===== src/rtl/fp_status_monitor.sv =====
// Watches a floating-point status flag vector for pairs of flags that must never be
// raised together, keeping per-pair live/sticky/count state and a first-violation capture.
module fp_status_monitor #(
  parameter int W = 8,
  parameter int NPAIR = 6,
  parameter logic [NPAIR*2*$clog2(W)-1:0] PAIR_TABLE = {3'd3, 3'd4, 3'd2, 3'd3, 3'd1, 3'd3,
                                                        3'd0, 3'd4, 3'd0, 3'd2, 3'd0, 3'd1},
  parameter int CNT_W = 8,
  parameter int TS_W = 16
) (
  input  logic                     clk,
  input  logic                     rst,
  input  logic [W-1:0]             status,
  input  logic                     status_valid,
  input  logic                     en,
  input  logic                     halt_mode,
  input  logic                     clear,
  output logic [NPAIR-1:0]         viol_now,
  output logic [NPAIR-1:0]         viol_sticky,
  output logic [NPAIR*CNT_W-1:0]   viol_cnt,
  output logic                     first_valid,
  output logic [$clog2(NPAIR)-1:0] first_pair,
  output logic [TS_W-1:0]          first_ts,
  output logic [1:0]               state
);

  localparam int IW = $clog2(W);
  localparam int PW = $clog2(NPAIR);

  typedef enum logic [1:0] {
    IDLE = 2'd0,
    RUN  = 2'd1,
    HALT = 2'd2
  } state_t;

  state_t             state_q;
  logic [NPAIR-1:0]   now_q;
  logic [NPAIR-1:0]   sticky_q;
  logic [CNT_W-1:0]   cnt_q [NPAIR];
  logic [TS_W-1:0]    ts_q;
  logic               first_valid_q;
  logic [PW-1:0]      first_pair_q;
  logic [TS_W-1:0]    first_ts_q;

  logic               accept;
  logic [NPAIR-1:0]   hit;
  logic [NPAIR-1:0]   viol;
  logic [PW-1:0]      low_idx;

  assign accept = (state_q == RUN) && status_valid && !clear;
  assign viol   = accept ? hit : '0;

  genvar gi;
  generate
    for (gi = 0; gi < NPAIR; gi++) begin : g_pair
      localparam int A = int'(PAIR_TABLE[gi*2*IW+IW +: IW]);
      localparam int B = int'(PAIR_TABLE[gi*2*IW +: IW]);
      // Table entries that point past the status vector can never fire.
      if (A < W && B < W) begin : g_valid
        assign hit[gi] = status[A] & status[B];
      end else begin : g_unused
        assign hit[gi] = 1'b0;
      end
      assign viol_cnt[gi*CNT_W +: CNT_W] = cnt_q[gi];
    end
  endgenerate

  always_comb begin
    low_idx = '0;
    for (int k = NPAIR - 1; k >= 0; k--) begin
      if (viol[k]) low_idx = k[PW-1:0];
    end
  end

  always_ff @(posedge clk) begin
    if (rst) begin
      state_q       <= IDLE;
      now_q         <= '0;
      sticky_q      <= '0;
      ts_q          <= '0;
      first_valid_q <= 1'b0;
      first_pair_q  <= '0;
      first_ts_q    <= '0;
      for (int k = 0; k < NPAIR; k++) cnt_q[k] <= '0;
    end else begin
      now_q <= viol;
      if (clear) begin
        sticky_q      <= '0;
        ts_q          <= '0;
        first_valid_q <= 1'b0;
        first_pair_q  <= '0;
        first_ts_q    <= '0;
        for (int k = 0; k < NPAIR; k++) cnt_q[k] <= '0;
        state_q       <= en ? RUN : IDLE;
      end else begin
        sticky_q <= sticky_q | viol;
        for (int k = 0; k < NPAIR; k++) begin
          if (viol[k] && cnt_q[k] != {CNT_W{1'b1}}) cnt_q[k] <= cnt_q[k] + 1'b1;
        end
        if (accept) ts_q <= ts_q + 1'b1;
        if (!first_valid_q && |viol) begin
          first_valid_q <= 1'b1;
          first_pair_q  <= low_idx;
          first_ts_q    <= ts_q;
        end
        // A halting violation wins over a simultaneous drop of en.
        case (state_q)
          IDLE:    if (en) state_q <= RUN;
          RUN: begin
            if (|viol && halt_mode) state_q <= HALT;
            else if (!en)           state_q <= IDLE;
          end
          HALT:    state_q <= HALT;
          default: state_q <= IDLE;
        endcase
      end
    end
  end

  assign viol_now    = now_q;
  assign viol_sticky = sticky_q;
  assign first_valid = first_valid_q;
  assign first_pair  = first_pair_q;
  assign first_ts    = first_ts_q;
  assign state       = state_q;

endmodule


===== config.mk =====
export PLATFORM = sky130hd
export DESIGN_NAME = fp_status_monitor
export DESIGN_NICKNAME = d
export VERILOG_FILES = /design/src/rtl/fp_status_monitor.sv
export SDC_FILE = /design/constraint.sdc
export NUM_CORES = 1
export LEC_CHECK = 0
export CAP_MARGIN = 40
export CORE_MARGIN = 2
export CORE_UTILIZATION = 28
export CTS_CLUSTER_DIAMETER = 50
export DETAILED_ROUTE_END_ITERATION = 12
export SKIP_CTS_REPAIR_TIMING = 1
export SLEW_MARGIN = 25
export SYNTH_ARGS = -nofsm -noshare
export SYNTH_HDL_FRONTEND = slang
export SYNTH_SLANG_ARGS = --single-unit

===== constraint.sdc =====
create_clock -name clk -period 4.4 [get_ports clk]
set_clock_uncertainty 0.2 [all_clocks]
set_input_delay 1.1 -clock clk [delete_from_list [all_inputs] [get_ports clk]]
set_output_delay 1.1 -clock clk [all_outputs]
set_load 0.05 [all_outputs]

==> metrics.yaml <==
status:
  status: "finished clean"
clock_tree:
  root_buffer: "clkbuf_16"
  cts_buffers: 9
  cts.clk_slew.worst_paths_ns: 0.07
  clkSinkCount: 98
  cts_tree: "built"
  cts.htree.levels: 3
  clock_latency_ns: 0.35
  clk_path_buf_depth: 2
timing:
  fmax_mhz: 299
  maxSlewViolCount: 0
  setup_viol_count_final: 0
  maxSlewHeadroom_pct: 53.6
  rsz0062_at_grt: "no"
  max_slew.worst_pin.slew_ns: 0.693
  fin_setup_tns_ns: 0
  finalHoldViolations: 0
  fin_crit_ns: 3.35
  finalCritPeriodShare_pct: 76.1
synthesis:
  yosysUniqueCellTypes: 43
  ys_warn_count: 0
  synth_edf_count: 48
  synth_seq_area_share_pct: 55.0
  synth_nets: 460
  ys_async_sr_fraction_pct: 0
  synth-main-ff-cell: "dfxtp_1"
  ys_seq_elements: 98
  avgSynthCellArea_sq_um: 10.1
  syn_inst: 439
  synth_area_sq_um: 4440
detailed_routing:
  dr_total_vias: 3396
  first_pass_iters: 4
  vias_per_cell: 4.52
  routed_wirelength_um: 10400
  ant_nets: 0
  drc: 0
  avgRoutedWirePerCell_um: 13.8
  drt_iter0_drc: 159
worst_setup_path:
  crit_arrival_ns: 3.17
  r2r_start: "state[0]"
  worstPathMaxFanout: 10
  worstPathRequired_ns: 4.22
  cp-start-kind: "input pin"
  cp-endpoint: "cnt_q[1][4]"
  r2r_cells: 5
  r2r_end: "cnt_q[1][4]"
  reg2reg_slack_ns: 1.92
  cp-end-kind: "flip-flop"
  crit_type: "in -> reg"
  startpoint: "clear"
placement:
  gp_congestion: 0.804
  hpwlAfterDp_um: 7390
  io_buffer_count: 92
  place_area_sq_um: 5560
global_routing:
  grt_max_degree: 44
  grt_overflow: 0
  grt_pass1_wl_um: 16300
  first_global_vias: 3296
  antenna_found_initial: 0
  grt_usage_pct: 12.5
finish:
  final_common_cell: "clkdlybuf4s50_1"
  antenna_cells: 0
  fin_util_pct: 37.5
  final_nets: 551
  final_area_sq_um: 5900
  multi_input_area_sq_um: 1850
  final_cell_mix: "clkdlybuf4s50_1, nor2_1, nand2_1, dfxtp_1, edfxtp_1"
  syn_to_final_growth_pct: 32.9
  drive_gt1_share_pct: 6.73
  fillCellCount: 1541
  register_area_sq_um: 2440
pwr:
  vdd_drop_max_uv: 201
  p_leak_nw: 2.04
  p_total_w: 0.00202
  powerDensity_nw_per_um2: 342
hold_path:
  min-delay-path-class: "reg -> reg"
floorplanning:
  dieWidth_um: 130
  start_util_pct: 28.3
  die_h_um: 130
  dieArea_sq_um: 16900
  row_count: 46
  core_sq_um: 15700
  pin_count: 96
run:
  max_cap_viol_count: 0
flip-flops by register name, indices dropped and copies added (netlist names):
name         count
first_valid      1
cnt_q           48
viol_now         6
ts_q            16
first_pair       3
state            2
viol_sticky      6
first_ts        16
synthesized netlist by cell type (all sizes together) (2+ instances only):
cell type  count  area share, %
nor2b          8            1.1
buf           13            1.9
nand3         19            2.1
nand4b         2           0.39
nor2          80            6.9
and3           2           0.28
a31o           8            1.8
xor2          23            4.5
nand4         10            1.5
xnor2         24            4.7
a21oi         22            2.5
or3            4           0.68
edfxtp        48             32
a41o           2           0.45
clkbuf         3           0.25
nand2         65            5.5
and4           4           0.79
nor4           6            1.5
ha             7            2.0
inv           14            1.2
a31oi          9            1.3
dfxtp         50             23
nor3           5           0.82
layer usage:
| layer | routed length (um) | global-route usage, % |
|---|---|---|
| met5 | 0 | 0 |
| met4 | 296 | 6.01 |
| met3 | 651 | 4.51 |
| met2 | 4860 | 19.9 |
| met1 | 4560 | 15.1 |
worst min-delay path by stage:
stage | startpoint | to | slack, ns | cells after the start
after detailed placement | first_ts[0] | first_ts[0] | 0.25 | 2
after floorplan | ts_q[15] | first_ts[15] | 0.25 | 2
after global routing | first_ts[13] | first_ts[13] | 0.28 | 2
after global placement | first_pair[1] | first_pair[1] | 0.25 | 2
final | first_ts[1] | first_ts[1] | 0.25 | 2
after CTS | first_ts[0] | first_ts[0] | 0.26 | 2
power breakdown:
part           total, W  internal (W)  leakage, nW  switching (W)
Clock          0.000823      0.000475        0.158       0.000348
Combinational  0.000194     0.0000652        0.948       0.000129
Sequential      0.00100      0.000976        0.938      0.0000263
Total           0.00202       0.00152         2.04       0.000504
kinds of logic after synthesis:
kind of cell             after synthesis  synth area share (%)
flip-flops                            98                  55.0
AND/OR/NAND/NOR                      211                  23.2
XOR/XNOR                              47                  9.27
adder cells (fa/ha/maj)                7                  1.97
buffers and inverters                 30                  3.30
AO/OA/AOI/OAI                         46                  7.27
per-stage QoR:
step / hold WS, ns / cells / setup WS, ns
after floorplan: 0.245 / 439 / 1.63
after detailed placement: 0.246 / 734 / 0.625
after global placement: 0.245 / 734 / 0.723
after global routing: 0.280 / 751 / 0.886
final: 0.253 / 751 / 1.05
after CTS: 0.256 / 750 / 1.00
final cells by class:
cell class | instances | area share [%]
Clock buffer | 10 | 4.24
Clock inverter | 6 | 1.04
Inverter | 14 | 0.891
Multi-Input combinational cell | 311 | 31.4
Sequential cell | 98 | 41.4
Tap cell | 216 | 4.58
Timing Repair Buffer | 96 | 16.5
worst max-delay path: stages:
cell and delay, ns:
clkdlybuf4s50_1 0.47, and4bb_1 0.57, buf_4 0.25, nand3_1 0.15
a31o_2 0.33, nand2_1 0.29
Note: power is estimated with default switching activity, not from simulation.
